<file path="src/rtl/rsa_pkg.sv">
// rsa_pkg: shared FSM states and select encodings for the RSA exponent sequencer
package rsa_pkg;
  typedef enum logic [2:0] {IDLE, INIT, SQ_REQ, SQ_WAIT, MUL_REQ, MUL_WAIT, NEXT, DONE} state_t;
  localparam logic SRC_ONE = 1'b0;
  localparam logic SRC_MUL = 1'b1;
  localparam logic MUL_SQR = 1'b0;
  localparam logic MUL_MUL = 1'b1;
endpackage

</file>
<file path="src/rtl/rsa_lead_one.sv">
// rsa_lead_one: index of the highest set bit plus an all-zero flag
module rsa_lead_one #(
  parameter int WIDTH = 4,
  localparam int IW = (WIDTH > 1) ? $clog2(WIDTH) : 1
) (
  input  logic [WIDTH-1:0] vec,
  output logic [IW-1:0]    idx,
  output logic             zero
);
  always_comb begin
    idx = '0;
    for (int i = 0; i < WIDTH; i++) idx = vec[i] ? IW'(i) : idx;
  end
  assign zero = ~|vec;
endmodule

</file>
<file path="src/rtl/rsa_exp_ctrl.sv">
// rsa_exp_ctrl: left-to-right square-and-multiply sequencer for C = M^E mod N
// RSA_EXP_SKIP_LEADING_EN: begin the scan at the highest set exponent bit
import rsa_pkg::*;
module rsa_exp_ctrl #(
  parameter int WIDTH = 4,
  localparam int IW = (WIDTH > 1) ? $clog2(WIDTH) : 1
) (
  input  logic             clk,
  input  logic             rst,
  input  logic             start,
  input  logic             abort,
  input  logic [WIDTH-1:0] exp_i,
  input  logic             mul_done,
  output logic             mul_start,
  output logic             mul_sel,
  output logic             reg_ena,
  output logic             reg_clear_n,
  output logic             reg_load,
  output logic             src_sel,
  output logic [IW-1:0]    bit_idx,
  output logic             busy,
  output logic             done
);
  state_t state, state_nx;
  logic [WIDTH-1:0] exp_r;
  logic [IW-1:0] start_idx;
  logic skip_init, accept, load;
`ifdef RSA_EXP_SKIP_LEADING_EN
  logic lead_zero, zero_r;
  rsa_lead_one #(.WIDTH(WIDTH)) u_lead (.vec(exp_i), .idx(start_idx), .zero(lead_zero));
  // An all-zero exponent needs no squarings at all, so INIT jumps straight to DONE
  always_ff @(posedge clk) zero_r <= rst ? 1'b0 : accept ? lead_zero : zero_r;
  assign skip_init = zero_r;
`else
  assign start_idx = IW'(WIDTH - 1);
  assign skip_init = 1'b0;
`endif
  assign accept = state == IDLE && start && !abort;
  always_ff @(posedge clk) state <= rst ? IDLE : state_nx;
  always_ff @(posedge clk) begin
    if (rst) begin
      exp_r   <= '0;
      bit_idx <= IW'(WIDTH - 1);
    end else if (accept) begin
      exp_r   <= exp_i;
      bit_idx <= start_idx;
    end else if (state == NEXT && !abort && bit_idx != '0) begin
      bit_idx <= bit_idx - 1'b1;
    end
  end
  always_comb begin
    state_nx = state;
    case (state)
      IDLE:     state_nx = start ? INIT : IDLE;
      INIT:     state_nx = skip_init ? DONE : SQ_REQ;
      SQ_REQ:   state_nx = SQ_WAIT;
      SQ_WAIT:  state_nx = !mul_done ? SQ_WAIT : exp_r[bit_idx] ? MUL_REQ : NEXT;
      MUL_REQ:  state_nx = MUL_WAIT;
      MUL_WAIT: state_nx = mul_done ? NEXT : MUL_WAIT;
      NEXT:     state_nx = (bit_idx == '0) ? DONE : SQ_REQ;
      default:  state_nx = IDLE;
    endcase
    if (abort) state_nx = IDLE;
  end
  // Abort overrides both the multiplier request and any coincident result load
  always_comb begin
    load        = !abort && (state == INIT || ((state == SQ_WAIT || state == MUL_WAIT) && mul_done));
    mul_start   = !abort && (state == SQ_REQ || state == MUL_REQ);
    mul_sel     = (state == MUL_REQ || state == MUL_WAIT) ? MUL_MUL : MUL_SQR;
    src_sel     = (state == SQ_WAIT || state == MUL_WAIT) ? SRC_MUL : SRC_ONE;
    reg_load    = load;
    reg_ena     = load || abort;
    reg_clear_n = !abort;
    busy        = state != IDLE;
    done        = state == DONE;
  end
endmodule

</file>
<file path="config.mk">
export PLATFORM = sky130hd
export DESIGN_NAME = rsa_exp_ctrl
export DESIGN_NICKNAME = d
export VERILOG_FILES = /design/src/rtl/rsa_pkg.sv /design/src/rtl/rsa_lead_one.sv /design/src/rtl/rsa_exp_ctrl.sv
export SDC_FILE = /design/constraint.sdc
export NUM_CORES = 1
export LEC_CHECK = 0
export ABC_AREA = 1
export CORE_ASPECT_RATIO = 0.8
export CORE_UTILIZATION = 25
export DETAILED_ROUTE_END_ITERATION = 10
export SYNTH_ARGS = -nofsm -noshare
export SYNTH_HDL_FRONTEND = slang
export SYNTH_HIERARCHICAL = 1
export SYNTH_SLANG_ARGS = --single-unit
</file>
<file path="constraint.sdc">
create_clock -name clk -period 1.16 [get_ports clk]
set_clock_uncertainty 0.05 [all_clocks]
set_input_delay 0.29 -clock clk [delete_from_list [all_inputs] [get_ports clk]]
set_output_delay 0.29 -clock clk [all_outputs]
set_load 0.01 [all_outputs]
</file>
==> impl_metrics.csv <==
group,metric,value,unit
route,drt-total-wl,1590,µm
route,postRouteAntennaNets,0,
clocking,h-tree-depth,1,
timing,fmax,618,MHz
hold_path,hp-class,"flip-flop to flip-flop",
clocking,numCtsBuffers,3,
outcome,violations,"setup timing",
run,cap_viol_max_count,0,
timing,period_share,139,%
critical_path,crit_path_start_kind,"flip-flop",
power,switching_power,0.000206,W
clocking,clock-sinks,9,
global_route,grt_usage,15.5,%
placed_design,dp.cells,142,
die,initial_core_util,27.2,%
logic_synthesis,synth_top_area_share,34.7,%
placed_design,io_buffers,18,
cells_and_area,diodes,0,
timing,finalSetupTns,-3920,ps
power,internal_power,0.000545,W
clocking,cts.path.max_buffers,2,
critical_path,criticalPathCategory,"flip-flop to output port",
placed_design,place.gp.congestion,0.742,
power,swShare,27.4,%
timing,hold_viol,0,
die,die_x,53.0,µm
die,io_pins,19,
power,p_per_area,731,mW/mm²
critical_path,cp_max_fo,3,
global_route,grt_antenna_before_repair,0,
clocking,insertion_delay,260,ps
route,drt_iter0_drc,7,
timing,post-route-worst-setup-slack,-458,ps
logic_synthesis,netlist_instances,82,
global_route,grt_pass1_wl,2500,µm
route,vias,688,
clocking,cts_tree,"built",
power,max-vdd-ir-drop,756,µV
cells_and_area,instances_no_fill,155,
route,drcViolationCount,0,
cells_and_area,nNetsFinal,142,
critical_path,crit_arrival,1280,ps
timing,tightestPinTransition,170,ps
clocking,root_buffer,"clkbuf_4",
critical_path,cp_cell_sequence,"inv_4 > nor2_4 > nand2_2 > nand2_2 > nand2_1 > o21ai_1 > inv_1 > nor2_2 > buf_2",
critical_path,crit_top_cell,"nand2_2",
critical_path,required,820,ps
critical_path,crit_family,"simple AND/OR/NAND/NOR gates",
logic_synthesis,yosys_warnings,6,
route,first_pass_iters,4,
die,core_area,0.00191,mm²
timing,grt_setup_unrepaired,"yes",
logic_synthesis,avgSynthCellArea,6.33,µm²
logic_synthesis,syn_nets,92,
logic_synthesis,postSynthRegisterBits,9,
power,p_leak,0.494,nW
route,viasPerCell,4.44,
critical_path,end_kind,"output port",
global_route,overflow,0,
timing,period_minus_slack,1620,ps
die,die_h,42.8,µm
die,dieArea,0.00226,mm²
die,row_count,14,
timing,maxSlewHeadroom,88.6,%
placed_design,place.detailed.hpwl,1070,µm
placed_design,pre_cts_slack,-776,ps
global_route,grt_max_degree,7,
placed_design,placed_area,873,µm²
clocking,clkTransAtPathRegs,60,ps
cells_and_area,drive_gt1_share,52.7,%
cells_and_area,design_area,0.00103,mm²
logic_synthesis,synth_seq_area_share,34.7,%
cells_and_area,areaGrowthSynthToFinish,98.1,%
critical_path,path_buf_inv,3,
logic_synthesis,synthTopCellsByArea,"dfxtp_1 35%, nand2_1 21%, a21oi_1 6.7%, inv_1 6.5%, nor2_1 6.5%",
clocking,ctsHoldBuffers,0,
critical_path,worst_path_largest_cell_delay,350,ps
outcome,status,"finished with violations",
power,p_clk_share,33.0,%
logic_synthesis,synth.distinct_cells,15,
timing,drv_slew,0,
global_route,grt_pass1_vias,609,
logic_synthesis,yosysTopAreaCell,"dfxtp_1",
critical_path,slowest_stage,"dfxtp_2",
route,wl_per_cell,10.2,µm
power,seq_power_share,42.7,%
timing,setup_viol_count_final,15,
power,comb_power_share,24.3,%
logic_synthesis,syn_area,519,µm²
kinds of logic after synthesis:
kind of cell / count (synthesis) / synth area share [%]
simple gates: 48 / 41.2
compound gates: 11 / 11.1
flops: 9 / 34.7
fa+ha+maj: 1 / 2.41
xor+xnor: 1 / 1.69
buf+inv: 12 / 8.91
metrics by stage:
stage / hold WS, ps / power, W / util [%]
6_report: 419 / 0.000752 / 53.9
5_1_grt: 456 / 0.000804 / 53.9
4_1_cts: 420 / 0.000745 / 51.1
3_5_place_dp: 411 / 0.000477 / 45.7
3_3_place_gp: 408 / 0.000476 / 45.7
2_1_floorplan: 309 / 0.000389 / -
cell type report:
type,count,area [µm²]
inverter,12,55.1
fill,181,881
clock buffer,4,26.3
timing repair buffer,45,370
multi-input combinational,61,353
sequential,9,194
tap,24,30.0
tightest hold or removal path: cells and delay by family (launching register included):
family | cells | cell delay (ps)
simple gates | 1 | 60
compound gates | 1 | 60
flops | 1 | 310
power by group through the flow:
stage | clock network [W] | registers (W) | logic (W)
finish | 0.000248 | 0.000321 | 0.000183
global route | 0.000282 | 0.000322 | 0.000200
CTS | 0.000255 | 0.000323 | 0.000166
detailed placement | 0 | 0.000330 | 0.000147
global placement | 0 | 0.000330 | 0.000146
floorplan | 0 | 0.000330 | 0.0000594
cells in the final DEF (no fill, tap or decap), types with 5 or more instances in the layout:
cell type	count
nand2_1	22
buf_4	20
nand2_2	8
buf_2	8
buf_6	8
inv_1	7
clkdlybuf4s50_1	7
nor2_1	6
nand3_1	5
timing repair:
item                                    CTS  global route
pin swaps                                12            11
gates resized for setup                  56            18
endpoints found under the setup margin   17            17
buffers inserted                         10             3
flip-flops by register name (all words and copies together), names as in the netlist:
| signal | cells |
|---|---|
| bit_idx | 2 |
| exp_r | 4 |
| state | 3 |
layer usage:
| metal | share of wire [%] | global-route usage, % | wire length (µm) |
|---|---|---|---|
| met5 | 0 | 0 | 0 |
| met4 | 0.63 | 7.89 | 10 |
| met3 | 3.6 | 5.38 | 57 |
| met2 | 50 | 23.0 | 795 |
| met1 | 45 | 19.5 | 721 |
cell usage after synthesis, drive strengths merged:
cell type and n:
ha 1, inv 11, a21oi 7, dfxtp 9
nand4 1, nor2 12, xor2 1, nand3 5
o211ai 1, o21ai 3, clkinv 1, nand2 30
worst paths after layout:
path	from	endpoint	slack, ps	depth (start not counted)
hold reg to reg	exp_r[0]	exp_r[0]	420	2
setup / recovery	state[0]	reg_load	-460	9
setup reg to reg	state[0]	state[0]	-190	10
hold / removal	exp_r[0]	exp_r[0]	420	2
Note: power is estimated with default switching activity, not from simulation.
